## config.mk

```make
export PLATFORM = sky130hd
export DESIGN_NAME = fir_deconv
export DESIGN_NICKNAME = d
export VERILOG_FILES = /design/src/rtl/fir_pkg.sv /design/src/rtl/fir_deconv_sat.sv /design/src/rtl/fir_deconv.sv
export SDC_FILE = /design/constraint.sdc
export NUM_CORES = 1
export LEC_CHECK = 0
export ABC_AREA = 1
export BUFFER_PORTS_ARGS = -buffer_cell sky130_fd_sc_hd__buf_2
export CAP_MARGIN = 20
export CORE_UTILIZATION = 45
export DETAILED_ROUTE_END_ITERATION = 8
export GPL_ROUTABILITY_DRIVEN = 0
export PLACE_DENSITY_LB_ADDON = 0.1
export SYNTH_ARGS = -nofsm -noshare
export SYNTH_HDL_FRONTEND = slang
export SYNTH_HIERARCHICAL = 1
export SYNTH_SLANG_ARGS = --single-unit
```

## constraint.sdc

```tcl
create_clock -name clk -period 12.8 [get_ports clk]
set_input_delay 1.28 -clock clk [delete_from_list [all_inputs] [get_ports clk]]
set_output_delay 1.28 -clock clk [all_outputs]
set_load 0.01 [all_outputs]
```

## src/rtl/fir_pkg.sv

```systemverilog
// Shared tap set and FSM encoding for the 5-tap forward FIR and its inverse (fir_deconv).
package fir_pkg;
    localparam int NUM_TAPS = 5;
    localparam int H0       = 16;
    localparam int H1       = 32;
    localparam int H2       = 48;
    localparam int H3       = 16;
    localparam int H4       = 16;
    localparam int H0_SHIFT = 4;

    typedef enum logic [1:0] {
        IDLE,
        RUN,
        HALT
    } state_e;
endpackage

```

## src/rtl/fir_deconv_sat.sv

```systemverilog
// Clamps a wide signed value into the signed output range and flags when clamping happened.
module fir_deconv_sat #(
    parameter int IN_W  = 20,
    parameter int OUT_W = 8
) (
    input  logic signed [IN_W-1:0]  val_i,
    output logic signed [OUT_W-1:0] val_o,
    output logic                    sat_o
);
    localparam logic signed [IN_W-1:0] MAX_V = IN_W'((2 ** (OUT_W - 1)) - 1);
    localparam logic signed [IN_W-1:0] MIN_V = IN_W'(-(2 ** (OUT_W - 1)));

    always_comb begin
        val_o = val_i[OUT_W-1:0];
        sat_o = 1'b0;
        if (val_i > MAX_V) begin
            val_o = MAX_V[OUT_W-1:0];
            sat_o = 1'b1;
        end else if (val_i < MIN_V) begin
            val_o = MIN_V[OUT_W-1:0];
            sat_o = 1'b1;
        end
    end
endmodule

```

## src/rtl/fir_deconv.sv

```systemverilog
// Inverse of the fixed 5-tap FIR: rebuilds x[n] from y[n] using clamped sample history.
// Optional residue checking (err/HALT) is enabled by defining FIR_DECONV_CHECK_EN.
module fir_deconv
    import fir_pkg::*;
#(
    parameter int COEF_W = 8,
    parameter int DATA_W = 8,
    parameter int ACC_W  = 20
) (
    input  logic                     clk,
    input  logic                     rst,
    input  logic                     clear,
    input  logic                     in_valid,
    input  logic signed [15:0]       y_in,
    output logic                     in_ready,
    output logic                     out_valid,
    output logic signed [DATA_W-1:0] x_out,
    output logic                     sat_flag,
    output logic                     err,
    output logic [15:0]              sample_cnt
);
    localparam logic signed [COEF_W-1:0] C1 = COEF_W'(H1);
    localparam logic signed [COEF_W-1:0] C2 = COEF_W'(H2);
    localparam logic signed [COEF_W-1:0] C3 = COEF_W'(H3);
    localparam logic signed [COEF_W-1:0] C4 = COEF_W'(H4);

    state_e                   state_q;
    logic signed [DATA_W-1:0] hist_q [NUM_TAPS-1];
    logic signed [DATA_W-1:0] x_q;
    logic                     vld_q;
    logic                     sat_q;
    logic [15:0]              cnt_q;

    logic signed [ACC_W-1:0]  acc_d;
    logic signed [ACC_W-1:0]  xraw_d;
    logic signed [DATA_W-1:0] xsat_d;
    logic                     sat_d;
    logic                     accept;

    assign accept = in_valid & in_ready;

    // Strip the known past contribution, then divide by h0 with floor rounding.
    always_comb begin
        acc_d = ACC_W'(y_in)
              - ACC_W'(hist_q[0]) * ACC_W'(C1)
              - ACC_W'(hist_q[1]) * ACC_W'(C2)
              - ACC_W'(hist_q[2]) * ACC_W'(C3)
              - ACC_W'(hist_q[3]) * ACC_W'(C4);
        xraw_d = acc_d >>> H0_SHIFT;
    end

    fir_deconv_sat #(
        .IN_W  (ACC_W),
        .OUT_W (DATA_W)
    ) u_sat (
        .val_i (xraw_d),
        .val_o (xsat_d),
        .sat_o (sat_d)
    );

`ifdef FIR_DECONV_CHECK_EN
    logic err_q;
    logic residue_d;
    assign residue_d = (acc_d[H0_SHIFT-1:0] != '0);
    assign err       = err_q;
    assign in_ready  = (state_q != HALT);
`else
    assign err       = 1'b0;
    assign in_ready  = 1'b1;
`endif

    always_ff @(posedge clk or posedge rst) begin
        if (rst) begin
            state_q <= IDLE;
            for (int k = 0; k < NUM_TAPS - 1; k++) hist_q[k] <= '0;
            x_q     <= '0;
            vld_q   <= 1'b0;
            sat_q   <= 1'b0;
            cnt_q   <= '0;
`ifdef FIR_DECONV_CHECK_EN
            err_q   <= 1'b0;
`endif
        end else if (clear) begin
            state_q <= IDLE;
            for (int k = 0; k < NUM_TAPS - 1; k++) hist_q[k] <= '0;
            vld_q   <= 1'b0;
            sat_q   <= 1'b0;
            cnt_q   <= '0;
`ifdef FIR_DECONV_CHECK_EN
            err_q   <= 1'b0;
`endif
        end else begin
            vld_q <= accept;
            if (accept) begin
                x_q   <= xsat_d;
                sat_q <= sat_d;
                cnt_q <= cnt_q + 16'd1;
                for (int k = NUM_TAPS - 2; k > 0; k--) hist_q[k] <= hist_q[k-1];
                hist_q[0] <= xsat_d;
            end
            case (state_q)
                IDLE, RUN: begin
                    if (accept) begin
`ifdef FIR_DECONV_CHECK_EN
                        if (residue_d) begin
                            err_q   <= 1'b1;
                            state_q <= HALT;
                        end else begin
                            state_q <= RUN;
                        end
`else
                        state_q <= RUN;
`endif
                    end
                end
                default: state_q <= HALT;
            endcase
        end
    end

    assign out_valid  = vld_q;
    assign x_out      = x_q;
    assign sat_flag   = sat_q;
    assign sample_cnt = cnt_q;
endmodule

```

==> results of run 1 <==
[stage by stage]
stage	setup WS, ns	util, %
floorplan	7.723	-
global placement	7.103	50.18
detailed placement	7.006	50.18
CTS	6.964	52.71
global route	6.484	52.71
finish	6.953	52.71
[how the worst max path moves through the flow]
stage,from,endpoint,slack (ns),depth (start not counted)
after floorplan,hist_q[17],sat_flag,7.72,29
after detailed placement,hist_q[18],hist_q[29],7.01,30
after global routing,hist_q[18],hist_q[30],6.48,30
final,hist_q[18],hist_q[29],6.95,30
after CTS,hist_q[18],hist_q[29],6.96,30
after global placement,hist_q[18],hist_q[29],7.10,28
[state kept, by name, summed over array words and instances, names as in the netlist]
name        flops
out_valid       1
sample_cnt     16
hist_q         32
x_out           8
sat_flag        1
[worst register-to-register path, delay by kind of cell (launching register included)]
kind	cells	cell delay [ns]
flip-flops	1	0.42
buffers and inverters	2	0.17
adder cells (fa/ha/maj)	7	2.37
AND/OR/NAND/NOR	16	1.91
XOR/XNOR	3	0.57
AO/OA/AOI/OAI	2	0.29
[logic make-up after synthesis]
| group | Yosys count | share of synthesized area (%) |
|---|---|---|
| flip-flops | 58 | 31.11 |
| adder cells (fa/ha/maj) | 65 | 22.26 |
| other | 2 | 0.1610 |
| AO/OA/AOI/OAI | 66 | 8.260 |
| buffers and inverters | 138 | 11.69 |
| AND/OR/NAND/NOR | 262 | 23.33 |
| XOR/XNOR | 17 | 3.191 |
[power by group through the flow]
stage	logic [mW]	registers, mW	clock network [mW]
floorplan	0.766	0.242	0
CTS	1.00	0.237	0.219
global route	1.16	0.240	0.227
global placement	0.979	0.239	0
detailed placement	0.998	0.240	0
finish	0.993	0.236	0.215
[cell usage in the layout (no fill, tap or decap), types with 2 or more instances in the layout]
| cell type | instances |
|---|---|
| ha_1 | 35 |
| nand4_1 | 9 |
| o21ai_0 | 19 |
| a22o_1 | 2 |
| o21a_1 | 2 |
| nand2_2 | 3 |
| nor2_1 | 43 |
| nor2_2 | 5 |
| nand2_1 | 166 |
| nand3_1 | 23 |
| dfrtp_1 | 58 |
| a21oi_1 | 13 |
| inv_1 | 123 |
| nor3_1 | 7 |
| bufinv_16 | 3 |
| xnor2_1 | 4 |
| conb_1 | 2 |
| clkbuf_8 | 11 |
| buf_2 | 41 |
| a21o_1 | 3 |
| inv_2 | 3 |
| o22ai_1 | 21 |
| and2_1 | 2 |
| fa_1 | 30 |
| clkinv_2 | 2 |
| o21bai_1 | 2 |
| xor2_1 | 13 |
| o21ai_1 | 2 |
[final cells by class]
| class | instances | area share (%) |
|---|---|---|
| timing repair buffer | 42 | 4.072 |
| tap | 133 | 3.186 |
| sequential | 58 | 27.78 |
| clock inverter | 5 | 1.916 |
| multi-input combinational | 412 | 51.09 |
| clock buffer | 11 | 2.898 |
| inverter | 126 | 9.054 |
[layer usage]
metal,vias to the layer above,global-route usage [%],wire (µm)
met5,-,0,0
met4,0,4.592,100
met3,10,3.839,282
met2,58,28.95,4455
met1,1763,27.76,4962
li1,1966,-,-
==> results.md, run 1 <==
- Commonest cells in the netlist: 166 x nand2_1, 124 x inv_1, 58 x dfrtp_1
- Setup tns final: 0 ns
- Slowest-stage cell, CP: fa_1
- Drc violations: 0
- Most common cell in the netlist: nand2_1
- Crit path top cell by count: nand2_1
- Dominant cells by area after synthesis: dfrtp_1 31%, nand2_1 13%, fa_1 13%
- Reg2Reg Capture Point: hist_q[29]
- Skew final: 0.006287 ns
- First-pass GRT wire length: 16540 µm
- DP HPWL: 7706 µm
- CP max FO: 11
- Clock Pin Slew Worst Setup and Hold Paths: 0.07 ns
- Comb pwr share: 68.8%
- Final std cells w/o fill: 787
- Routed Wire Length: 9801 µm
- Flop and latch count out of synthesis: 58
- Filler cells: 989
- # clock sinks: 58
- Resized cells post-CTS: 0
- Port-buffer cells: 41
- Top delay family on crit path: adder cells
- Ports: 48
- Vias in the first global route: 3522
- Drt wl/cell: 12.45 µm
- Post-Syn Instances: 608
- Die H: 103.8 µm
- Required @ worst endpoint: 13.05 ns
- Largest net degree at the start of global routing: 59
- FF-to-FF setup slack: 6.95 ns
- Core ar.: 9910 µm²
- Fin nets: 734
- FF+latch area: 1451 µm²
- Post-Synthesis Net Count: 693
- H-tree levels: 3
- P_int: 0.7036 mW
- Area growth syn-to-layout: 11.96%
- Fin crit share: 45.68%
- Share of cells above drive strength 1: 10.86%
- Antenna violations before repair: 0
- Status: finished, final reports clean
- Setup Buffers After CTS: 0
- Total track usage: 19.02%
- CTS root buf: clkbuf_8
- Seq/Total Area, Yosys: 31.11%
- Buf+Inv Stages, Crit Path: 2
- Net Sw Frac: 51.30%
- Slew margin rel.: 45.72%
- Non-Filler Cell Area, Final: 5224 µm²
- Vias per inst: 4.825
- Max-cap viol count: 0
- LEAKAGE: 2.901 nW
- Slew Viols, Final: 0
- Multi-input logic area: 2669 µm²
- Initial core utilization: 47.08%
- Async S/R FF share, synth: 100.0%
- Hold Startpoint: x_out[5]
- Final hold vios: 0
- Crit Path Class: flop to flop
- 1st-pass router iterations: 4
- Synth top area share: 31.11%
- DRT iter0 DRCs: 160
- Worst-margin pin slew: 0.8112 ns
- Reg2Reg Depth: 30
- Row Count: 36
- Hold crit path type: flop to flop
- RSZ-0062 raised after global routing: false
- CTS max path bufs: 2
- PwrDens: 276.6 nW/µm²
- Min-Delay Path Depth: 2
- Gr ovfl total: 0
- Final Power: 1.445 mW
- Minimum clock period: 5.847 ns
- CP peak stage delay: 0.52 ns
- Post-Syn Area: 4666 µm²
- Critical path launch point type: flop
- Ys flop type: dfrtp_1
- Synth cell types: 34
- Worst skew pair latency: 0.34 ns
- CP endpoint kind: flop
- Number of flops mapped to enable cells by yosys: 0
- Post-DP Area: 4972 µm²
- Die area: 10780 µm²
- Placed Cells incl. Taps: 771
- CTS tree: yes
- Syn_area_per_cell: 7.674 µm²
- Antenna Cells: 0
- Net Switching: 0.7412 mW
- WHS: 0.4692 ns
- Yosys warns: 6
- Cts hold-fix bufs: 0
- Worst vdd ir: 0.0001390 V
- Max Clock Freq: 171.0 MHz
- Clock power frac: 14.9%
- Worst flop-to-flop path startpoint: hist_q[18]
- Cell type with the largest total area after synthesis: dfrtp_1
- Register share of total power: 16.3%
- Arr. time, crit path: 6.10 ns
- DR vias: 3797
- ANT nets after route: 0
- TritonCTS buffer count: 9
- Setup Viol. Count Final: 0
- Worst hold path endpoint: x_out[5]
- Chip width: 103.8 µm
Power figures use the tool's default switching activity.
==> inputs of run 2 (changes only) <==
- clock period: 12.8 -> 5.6 ns (I/O delays scaled with it)
==> results.md, run 2 (synthesis results as in run 1) <==
- Status: finished, final reports clean
- Fin crit share: 94.66%
- CP peak stage delay: 0.50 ns
- Vias in the first global route: 3594
- Slew margin rel.: 39.82%
- Worst vdd ir: 0.0003108 V
- Fin nets: 753
- Required @ worst endpoint: 5.83 ns
- Antenna Cells: 0
- Max-cap viol count: 0
- Max Clock Freq: 188.6 MHz
- Die H: 103.8 µm
- Port-buffer cells: 41
- Share of cells above drive strength 1: 17.71%
- H-tree levels: 3
- Total track usage: 19.05%
- Row Count: 36
- WHS: 0.4264 ns
- Worst skew pair latency: 0.33 ns
- # clock sinks: 58
- CTS tree: yes
- Hold crit path type: input port to async pin
- Core ar.: 9910 µm²
- DRT iter0 DRCs: 159
- Final std cells w/o fill: 805
- Gr ovfl total: 0
- Area growth syn-to-layout: 17.59%
- Worst-margin pin slew: 0.8993 ns
- Commonest cells after routing, fill and taps aside: 159 x nand2_1, 122 x inv_1, 58 x dfrtp_1, 42 x nor2_1, 41 x buf_2
- Final hold vios: 0
- Antenna violations before repair: 0
- Placed Cells incl. Taps: 788
- CP max FO: 8
- Max reg flops: 32
- Biggest register: hist_q
- First-pass GRT wire length: 16490 µm
- Largest net degree at the start of global routing: 59
- PwrDens: 662.6 nW/µm²
- Clock Pin Slew Worst Setup and Hold Paths: 0.07 ns
- GRT busiest layer: met2
- Setup Viol. Count Final: 0
- Vias per inst: 4.723
- FF-to-FF setup slack: 0.30 ns
- ANT nets after route: 0
- Minimum clock period: 5.301 ns
- Routed Wire Length: 9966 µm
- Crit path top cell by count: nand2_1
- Routing usage on met3: 4.342%
- Initial core utilization: 47.08%
- Critical path launch point type: flop
- 1st-pass router iterations: 4
- CTS root buf: clkbuf_8
- Drt wl/cell: 12.38 µm
- Routing usage on met1: 27.68%
- Ports: 48
- Slowest-stage cell, CP: fa_2
- CP endpoint kind: flop
- Slew Viols, Final: 0
- LEAKAGE: 2.959 nW
- Skew final: 0.007054 ns
- Die area: 10780 µm²
- Arr. time, crit path: 5.53 ns
- DP HPWL: 7619 µm
- CTS max path bufs: 2
- TritonCTS buffer count: 9
- Met2 GRT Util: 29.76%
- Crit Path Class: flop to flop
- DR vias: 3802
- Chip width: 103.8 µm
- Commonest non-fill, non-tap cell in the layout: nand2_1
- Drc violations: 0
## run 2: cell type report
| class | instances | area, µm² |
|---|---|---|
| Tap cell | 133 | 166.4 |
| Clock buffer | 12 | 155.1 |
| Inverter | 126 | 473.0 |
| Fill cell | 969 | 4423 |
| Clock inverter | 3 | 15.01 |
| Multi-Input combinational cell | 412 | 2870 |
| Timing Repair Buffer | 61 | 355.3 |
| Sequential cell | 58 | 1451 |
## run 2: final timing paths
kind	from	to	cells past startpoint
max reg2reg	hist_q[18]	sat_flag	30
min reg2reg	x_out[2]	x_out[2]	2
min	rst	hist_q[30]	3
max	hist_q[18]	sat_flag	30
max in group asynchronous	rst	sample_cnt[0]	3
min in group clk	clear	sample_cnt[4]	2
## run 2: critical path, delay by kind of cell (launching register included)
kind                       cells  cell delay, ns
buffers and inverters          4            0.39
adders and majority gates      7            2.15
and+or+nand+nor               14            1.38
AOI/OAI and AO/OA              2            0.38
DFF                            1            0.41
xor gates and xnor gates       3            0.48
## run 2: report_power, final
part	switching, mW	internal, mW
sequential	0.0497	0.489
clock	0.163	0.180
combinational	1.63	1.13
## run 2: repair_timing
| item | in CTS | in global routing |
|---|---|---|
| hold buffers | 0 | 0 |
| pin swaps | 0 | 13 |
| gates resized for setup | 1 | 38 |
| setup endpoints to repair | 9 | 15 |
| gates cloned | 0 | 0 |
| setup buffers | 0 | 2 |
## run 2: through the flow
stage / util [%] / TNS, ns / setup slack, ns / power [mW] / cell area (µm²)
after CTS: 53.21 / 0 / 0.01449 / 3.401 / 5273
after global routing: 55.37 / -0.1375 / -0.03063 / 4.070 / 5487
after floorplan: - / 0 / 0.5233 / 2.304 / 4666
after detailed placement: 51.46 / -0.05203 / -0.02456 / 3.033 / 5100
final: 55.37 / 0 / 0.2988 / 3.635 / 5487
after global placement: 51.46 / -0.1104 / -0.03548 / 2.999 / 5100
## run 2: per-layer routing
metal / part of all wire (%) / wire (µm) / up-vias
li1: - / - / 2000
met1: 50 / 5015 / 1758
met2: 47 / 4643 / 42
met3: 2.8 / 281 / 2
met4: 0.25 / 25 / 0
met5: 0 / 0 / -
